<file path="src/rtl/bit_serializer.sv">
// -----------------------------------------------------------------------------
// bit_serializer
//   Parallel-to-serial front end for the sequence-detect path. DATA_W-bit words
//   arrive on a valid/ready handshake, wait in a 1-entry pending buffer and are
//   shifted out one bit per clock on `a`. The pending buffer lets the next word
//   load on the same edge the current word finishes, so back-to-back words
//   stream with no idle gap.
//
// Ports
//   clk        in   rising-edge clock
//   rst_n      in   asynchronous active-low reset
//   din        in   DATA_W-bit word to serialize
//   din_valid  in   din is valid this cycle
//   din_ready  out  block can accept din this cycle (combinational)
//   a          out  serial bit stream (registered), IDLE_LVL when idle
//   a_vld      out  `a` carries a data bit this cycle (registered)
//   busy       out  pending buffer or shifter holds data
// -----------------------------------------------------------------------------
module bit_serializer #(
  parameter int   DATA_W    = 8,
  parameter bit   MSB_FIRST = 1'b1,
  parameter logic IDLE_LVL  = 1'b1
) (
  input  logic              clk,
  input  logic              rst_n,
  input  logic [DATA_W-1:0] din,
  input  logic              din_valid,
  output logic              din_ready,
  output logic              a,
  output logic              a_vld,
  output logic              busy
);

  localparam int             CNT_W = $clog2(DATA_W);
  localparam logic [CNT_W-1:0] LAST = CNT_W'(DATA_W - 1);

  typedef enum logic {
    IDLE  = 1'b0,
    SHIFT = 1'b1
  } state_e;

  state_e            state_q, state_d;
  logic [CNT_W-1:0]  cnt_q, cnt_d;
  logic [DATA_W-1:0] shreg_q, shreg_d;
  logic [DATA_W-1:0] pend_q, pend_d;
  logic              pend_vld_q, pend_vld_d;
  logic              a_q, a_d;
  logic              a_vld_q, a_vld_d;

  logic              load_now_s;
  logic              accept_s;
  logic              last_bit_s;

  // Bit that leaves the word first (head of the shift order).
  function automatic logic head_bit(input logic [DATA_W-1:0] w);
    return MSB_FIRST ? w[DATA_W-1] : w[0];
  endfunction

  // Word with the head bit removed, so the next bit becomes the head.
  function automatic logic [DATA_W-1:0] drop_head(input logic [DATA_W-1:0] w);
    return MSB_FIRST ? {w[DATA_W-2:0], 1'b0} : {1'b0, w[DATA_W-1:1]};
  endfunction

  assign last_bit_s = (state_q == SHIFT) && (cnt_q == LAST);
  assign load_now_s = pend_vld_q && ((state_q == IDLE) || last_bit_s);
  // The pending slot frees on a load edge, so a new word can enter on that edge.
  assign din_ready  = !pend_vld_q || load_now_s;
  assign accept_s   = din_valid && din_ready;

  // Next-state logic: pending buffer, shifter FSM, bit counter and serial output.
  always_comb begin
    state_d    = state_q;
    cnt_d      = cnt_q;
    shreg_d    = shreg_q;
    pend_d     = pend_q;
    pend_vld_d = pend_vld_q;
    a_d        = a_q;
    a_vld_d    = a_vld_q;

    // Acceptance wins over draining so a same-edge accept keeps the slot full.
    if (accept_s) begin
      pend_d     = din;
      pend_vld_d = 1'b1;
    end else if (load_now_s) begin
      pend_vld_d = 1'b0;
    end else begin
      pend_vld_d = pend_vld_q;
    end

    case (state_q)
      IDLE: begin
        if (load_now_s) begin
          state_d = SHIFT;
          a_d     = head_bit(pend_q);
          shreg_d = drop_head(pend_q);
          a_vld_d = 1'b1;
          cnt_d   = '0;
        end else begin
          a_d     = IDLE_LVL;
          a_vld_d = 1'b0;
        end
      end
      SHIFT: begin
        if (cnt_q != LAST) begin
          a_d     = head_bit(shreg_q);
          shreg_d = drop_head(shreg_q);
          cnt_d   = cnt_q + CNT_W'(1);
          a_vld_d = 1'b1;
        end else if (pend_vld_q) begin
          // Seamless reload: next word's first bit follows the last bit directly.
          a_d     = head_bit(pend_q);
          shreg_d = drop_head(pend_q);
          a_vld_d = 1'b1;
          cnt_d   = '0;
        end else begin
          state_d = IDLE;
          a_d     = IDLE_LVL;
          a_vld_d = 1'b0;
          cnt_d   = '0;
        end
      end
      default: begin
        state_d = IDLE;
        a_d     = IDLE_LVL;
        a_vld_d = 1'b0;
        cnt_d   = '0;
      end
    endcase
  end

  // State and datapath registers; reset discards both pending and shifting words.
  always_ff @(posedge clk or negedge rst_n) begin
    if (!rst_n) begin
      state_q    <= IDLE;
      cnt_q      <= '0;
      shreg_q    <= '0;
      pend_q     <= '0;
      pend_vld_q <= 1'b0;
      a_q        <= IDLE_LVL;
      a_vld_q    <= 1'b0;
    end else begin
      state_q    <= state_d;
      cnt_q      <= cnt_d;
      shreg_q    <= shreg_d;
      pend_q     <= pend_d;
      pend_vld_q <= pend_vld_d;
      a_q        <= a_d;
      a_vld_q    <= a_vld_d;
    end
  end

  assign a     = a_q;
  assign a_vld = a_vld_q;
  assign busy  = pend_vld_q || (state_q == SHIFT);

endmodule

</file>
<file path="config.mk">
export PLATFORM = sky130hd
export DESIGN_NAME = bit_serializer
export DESIGN_NICKNAME = d
export VERILOG_FILES = /design/src/rtl/bit_serializer.sv
export SDC_FILE = /design/constraint.sdc
export NUM_CORES = 1
export LEC_CHECK = 0
export CORE_ASPECT_RATIO = 1.4
export CORE_UTILIZATION = 44
export DETAILED_ROUTE_END_ITERATION = 8
export GPL_ROUTABILITY_DRIVEN = 1
export GPL_TIMING_DRIVEN = 0
export HOLD_SLACK_MARGIN = 0.02
export PLACE_DENSITY = 0.66
export SYNTH_ARGS = -nofsm -noshare
export SYNTH_HDL_FRONTEND = slang
export SYNTH_SLANG_ARGS = --single-unit
export TNS_END_PERCENT = 1
</file>
<file path="constraint.sdc">
create_clock -name clk -period 3.47 [get_ports clk]
set_clock_uncertainty 0.15 [all_clocks]
set_input_delay 1.041 -clock clk [delete_from_list [all_inputs] [get_ports clk]]
set_output_delay 1.041 -clock clk [all_outputs]
set_load 0.05 [all_outputs]
</file>
==> summary.txt, run 1 <==
Die
  • Die X: roughly 44 microns
  • Row count: 21
  • Initial core utilization: 0.4635
  • Die height: between 60 and 70 microns
  • Core ar.: between 2000 and 2500 sq um
  • Area of the die: ~2700 sq um
  • # IOs: 15

Final layout
  • Final nets: 121
  • Commonest cells after routing, fill and taps aside: 20 x dfrtp_1, 13 x clkdlybuf4s50_1, 12 x mux2_4, 11 x nand2b_1
  • Most common cell after layout, fill and taps aside: dfrtp_1
  • Multi-input logic area: about 510 sq um
  • Ant. Diodes: 0
  • Layout fillers: 208
  • Storage cell area: roughly 530 sq um
  • Layout cell share with drive strength beyond 1: 0.2056
  • Area grow syn2layout: 17.69%
  • Post-layout util: 0.5455

Routing
  • # DRC: 0
  • Drt first-iter violations: 25
  • DR pass1 iterations: 6
  • Avg Vias per Cell: between 5 and 6
  • WL per Instance: around 14 microns
  • DRT antenna net count: 0
  • Via count: between 700 and 800
  • Final wirelength: roughly 1800 microns

Pwr
  • Total power: roughly 1.1 mW
  • Cell Pwr Density: about 850 nW/um^2
  • Worst vdd ir: approximately 370 uV
  • LEAKAGE: between 0.5 and 0.6 nW

Timing
  • Slew Viols, Final: 0
  • Endpoints failing hold: 0
  • RSZ-0062 raised after global routing: false
  • Fmax: 305.0 MHz
  • Tcrit/Tclk final: 0.9449
  • Final worst path period need: between 3000 and 4000 ps
  • Rel. slew slack: 0.3815
  • TNS Setup: 0 ps
  • Worst Tran Pin Value: 924.9 ps
  • Setup violations, final: 0

Yosys
  • Seq/Total Area, Yosys: 0.4806
  • Post-synthesis cell area: approximately 1100 sq um
  • Yosys cell types: 20
  • Post-Syn Nets: 102
  • Largest family of logic cells by synthesized area: multiplexers
  • Synth warnings: 0
  • Post-synthesis mux area share: 0.1929
  • Synth Area in Compound Gates: 0.07078
  • Synthesized flop and latch total: 21
  • Mapped Cells: between 80 and 90
  • XOR/XNOR Fraction of Synth Area: 0
  • Avg Inst Size Synth: ~12 sq um
  • Simple-Gate Fraction of Synth Area: 0.1804
  • Adder-Cell Fraction of Synth Area: 0.02283

Critical path
  • WP data arrival: 2090 ps
  • Crit-path max FO: 10
  • Startpoint types: register
  • Slowest CP cell: dfrtp_1
  • Critical path's top delay family: buffers and inverters
  • Buffers & Inverters on Critical Path: 4
  • Most frequent cell on the critical path: ha_1
  • Crit path largest cell delay: between 400 and 500 ps
  • Cell Chain, Critical Path: ha_1, ha_1, buf_4, and3b_1, buf_6, inv_1, dlygate4sd2_1
  • Worst EP required: roughly 2300 ps
  • Crit end category: output pin
  • CP Class: reg2out

Clock tree
  • CTS Sinks: 21
  • Skew-Pair Late Insertion Delay: about 300 ps
  • CTS root buffer: clkbuf_4
  • TritonCTS clock tree: done
  • Num CTS Buffers: 3
  • CTS Hold Bufs: 0
  • Max H-tree Level: 1
  • Clk pin slew, worst setup/hold paths: 110 ps
  • CTS Buffer Depth: 2

Global routing
  • Global route total overflow: 0
  • Initial antenna violation count: 0
  • Gr usage total: 0.1557
  • First-pass GRT wire length: between 3000 and 4000 microns
  • Vias in the first global route: between 600 and 700
  • Largest net degree at the start of global routing: 22

Place
  • Placer Congestion: ~0.74
  • Number of port buffers: 14
  • Final HPWL DP: 1267 microns

Outcome
  • Outcome: complete, no violations

Worst hold path
  • HP Class: reg2reg

Flow run
  • Max Cap Viol: 0
-- through the flow --
stage	std cells	setup slack, ps	hold slack, ps	instance area (sq um)
global route	130	104.7	372.6	1290
CTS	130	167.6	342.8	1290
floorplan	89	865.6	307.3	1096
finish	130	191.1	334.6	1290
detailed placement	126	250.1	326.3	1265
global placement	126	239.9	320.3	1265
-- flip-flops by register name, summed over array words and instances (netlist names) --
signal / count
shreg_q: 7
a: 1
pend_q: 8
pend_vld_q: 1
cnt_q: 3
a_vld: 1
-- cells in the mapped netlist --
master / n / area share
and3b_1: 1 / 0.0080
dfrtp_1: 20 / 0.46
buf_2: 1 / 0.0046
mux2_4: 12 / 0.16
buf_6: 2 / 0.021
o211ai_1: 8 / 0.055
buf_4: 2 / 0.014
nand2b_1: 11 / 0.063
nor2_1: 2 / 0.0069
mux2i_1: 2 / 0.018
a22o_1: 2 / 0.016
nor2b_1: 1 / 0.0057
dfstp_2: 1 / 0.024
mux2_2: 1 / 0.010
ha_1: 2 / 0.023
inv_1: 2 / 0.0069
clkbuf_1: 2 / 0.0069
nand2_1: 8 / 0.027
nand4b_1: 8 / 0.064
or2_1: 1 / 0.0057
-- kinds of logic after synthesis --
kind of cell | count (synthesis)
flip-flops | 21
adder cells (fa/ha/maj) | 2
AO/OA/AOI/OAI | 10
multiplexers | 15
buffers and inverters | 9
AND/OR/NAND/NOR | 32
-- layout make-up --
cell class,instances,share of cell area
buffer,7,0.03880
tap,23,0.02231
inverter,2,0.005820
sequential,21,0.4083
timing repair buffer,14,0.1077
clock buffer,4,0.02037
multi-input combinational,59,0.3967
-- layer usage --
layer,global-route usage,part of all wire,vias up
li1,-,-,353
met1,0.1951,0.46,334
met2,0.2458,0.48,21
met3,0.02639,0.029,4
met4,0.1039,0.029,0
met5,0,0,-
-- where the power goes --
part	internal (mW)	leakage, nW	switching, mW
clock network	0.0448	0.0150	0.0690
logic	0.327	0.331	0.242
registers	0.352	0.235	0.0643
total	0.724	0.581	0.376
-- final timing paths --
| kind | startpoint | end | slack, ps | cells past startpoint |
|---|---|---|---|---|
| worst max register to register | cnt_q[0] | pend_q[5] | 1760 | 6 |
| max in group asynchronous | rst_n | shreg_q[7] | 1510 | 1 |
| worst max-delay path | cnt_q[0] | din_ready | 190 | 7 |
| worst min-delay path | cnt_q[0] | cnt_q[0] | 330 | 1 |
| min in group asynchronous | rst_n | cnt_q[2] | 1100 | 1 |
| worst min register to register | cnt_q[0] | cnt_q[0] | 330 | 1 |
-- repair_timing --
action | 4_1_cts | 5_1_grt
buffers inserted | 0 | 0
setup endpoints to repair | 1 | 0
gates resized for setup | 1 | 0
No activity file was read; power rests on OpenSTA's default activity.
==> inputs of run 2 (changes only) <==
Settings changed: HOLD_SLACK_MARGIN 0.02 to default.
==> results of run 2 <==
Same layout as run 1: the final DEF is identical, and so are final timing and power.
==> inputs of run 3 (changes only) <==
Settings changed: MAX_ROUTING_LAYER from default to met4.
==> run 3 against run 2 <==
  * Power rose by 0.21%
  * Die area unchanged
  * Critical path depth is the same
  * Core utilization did not move
  * Non-clock buffer count unchanged
  * Register-to-register slack barely moved
  * Fmax fell by 0.14%
  * Routed wire length grew 0.88%
  * Via count down 0.14%
  * Final cell count unchanged
  * Largest cell class unchanged
  * Largest power group unchanged
==> summary.txt, run 3 (synthesis results as in run 1) <==
Final layout
  • Layout cell share with drive strength beyond 1: 0.2056 (unchanged)
  • Max reg flops: 8 (unchanged)
  • Commonest cells after routing, fill and taps aside: 20 x dfrtp_1, 13 x clkdlybuf4s50_1, 12 x mux2_4, 11 x nand2b_1 (unchanged)
  • Area grow syn2layout: 17.69% (unchanged)
  • Largest regs: pend_q x8, shreg_q x7, cnt_q x3 (unchanged)
  • Ant. Diodes: 0 (unchanged)
  • Most common cell after layout, fill and taps aside: dfrtp_1 (unchanged)
  • Reg with most FFs: pend_q (unchanged)
  • Final nets: 121 (unchanged)

Clock tree
  • CTS Buffer Depth: 2 (unchanged)
  • Max H-tree Level: 1 (unchanged)
  • TritonCTS clock tree: done (unchanged)
  • CTS Sinks: 21 (unchanged)
  • Clk pin slew, worst setup/hold paths: 110 ps (about the same)
  • Post-CTS Setup Repair Bufs: 0 (unchanged)
  • Skew-Pair Late Insertion Delay: 300 ps (about the same)
  • Num CTS Buffers: 3 (unchanged)
  • CTS root buffer: clkbuf_4 (unchanged)

Outcome
  • Outcome: complete, no violations (unchanged)

Place
  • Final HPWL DP: 1267 microns (unchanged)
  • Placer Congestion: 0.7500 (was 0.7407)
  • Number of port buffers: 14 (unchanged)

Die
  • Die X: 44.18 microns (unchanged)
  • # IOs: 15 (unchanged)
  • Initial core utilization: 0.4635 (unchanged)
  • Area of the die: 2697 sq um (unchanged)
  • Row count: 21 (unchanged)
  • Core ar.: 2365 sq um (unchanged)
  • Die height: 61.06 microns (unchanged)

Pwr
  • Worst vdd ir: 367.6 uV (was 367.4 uV)
  • Cell Pwr Density: 854.4 nW/um^2 (was 852.7 nW/um^2)
  • LEAKAGE: 0.5815 nW (unchanged)

Routing
  • Drt first-iter violations: 30 (was 25)
  • # DRC: 0 (unchanged)
  • Via count: 711 (was 712)
  • WL per Instance: 14.05 microns (was 13.92 microns)
  • Avg Vias per Cell: 5.469 (was 5.477)
  • Final wirelength: 1826 microns (was 1810 microns)
  • DRT antenna net count: 0 (unchanged)
  • DR pass1 iterations: 6 (unchanged)

Timing
  • Tcrit/Tclk final: 0.9463 (was 0.9449)
  • Fmax: 304.6 MHz (was 305.0 MHz)
  • Setup violations, final: 0 (unchanged)
  • Worst Tran Pin Value: 922.1 ps (was 924.9 ps)
  • Rel. slew slack: 0.3833 (was 0.3815)
  • Endpoints failing hold: 0 (unchanged)
  • Slew Viols, Final: 0 (unchanged)
  • RSZ-0062 raised after global routing: false (unchanged)
  • Final worst path period need: 3284 ps (was 3279 ps)
  • Min Hold Slack: 334.8 ps (was 334.6 ps)
  • TNS Setup: 0 ps (unchanged)

Critical path
  • WP data arrival: 2090 ps (about the same)
  • Startpoint types: register (unchanged)
  • CP Class: reg2out (unchanged)
  • Worst EP required: 2280 ps (about the same)
  • Crit-path max FO: 10 (unchanged)
  • Crit end category: output pin (unchanged)

Global routing
  • Global route total overflow: 0 (unchanged)
  • Vias in the first global route: 638 (was 642)
  • Initial antenna violation count: 0 (unchanged)
  • Gr usage total: 0.1626 (was 0.1557)
  • Largest net degree at the start of global routing: 22 (unchanged)
  • First-pass GRT wire length: 3015 microns (was 3001 microns)

Worst hold path
  • HP Class: reg2reg (unchanged)

Flow run
  • Max Cap Viol: 0 (unchanged)
## run 3: path summary, 6_finish.rpt
check | cells after the start | slack (ps) | to | startpoint
min | 1 | 330 | cnt_q[0] | cnt_q[0]
max | 7 | 190 | din_ready | cnt_q[0]
max reg2reg | 6 | 1760 | pend_q[5] | cnt_q[0]
min reg2reg | 1 | 330 | cnt_q[0] | cnt_q[0]
max in group asynchronous | 1 | 1510 | shreg_q[7] | rst_n
min in group asynchronous | 1 | 1100 | cnt_q[2] | rst_n
## run 3: layout make-up
cell class	count	area, sq um
plain buffers	7	50.05
clock buffers	4	26.28
fillers	208	1075
inverters	2	7.507
multi-input cells	59	511.7
flip-flops and latches	21	526.8
well taps	23	28.78
repair buffers	14	138.9
## run 3: routing by layer
metal / global-route usage / up-vias / part of all wire
li1: - / 352 / -
met1: 0.1951 / 339 / 0.46
met2: 0.2458 / 16 / 0.49
met3: 0.03519 / 4 / 0.022
met4: 0.1039 / 0 / 0.027
met5: - / - / 0
## run 3: per-stage QoR
| step | cells | utilization | instance area [sq um] | total power [mW] | setup slack [ps] |
|---|---|---|---|---|---|
| finish | 130 | 0.5455 | 1290 | 1.102 | 186.5 |
| global route | 130 | 0.5455 | 1290 | 1.188 | 99.46 |
| CTS | 130 | 0.5455 | 1290 | 1.115 | 167.6 |
| detailed placement | 126 | 0.5349 | 1265 | 1.003 | 250.1 |
| global placement | 126 | 0.5349 | 1265 | 0.9888 | 239.9 |
| floorplan | 89 | - | 1096 | 0.8839 | 865.6 |
## run 3: worst max-delay path, cell delays in order (launching register included)
cell and delay, ps:
dfrtp_1 410, ha_1 210, ha_1 190, buf_4 170
and3b_1 220, buf_6 140, inv_1 40, dlygate4sd2_1 410
## run 3: what timing repair did
| action | CTS | global route |
|---|---|---|
| hold buffers | 0 | 0 |
| endpoints found under the setup margin | 1 | 0 |
| gates resized for setup | 1 | 0 |
## run 3: power by group
group / internal, mW / total (mW) / switching [mW] / leakage, nW
Combinational: 0.327 / 0.571 / 0.244 / 0.331
Clock: 0.0448 / 0.115 / 0.0701 / 0.0150
Sequential: 0.352 / 0.416 / 0.0644 / 0.235
Total: 0.724 / 1.10 / 0.378 / 0.581
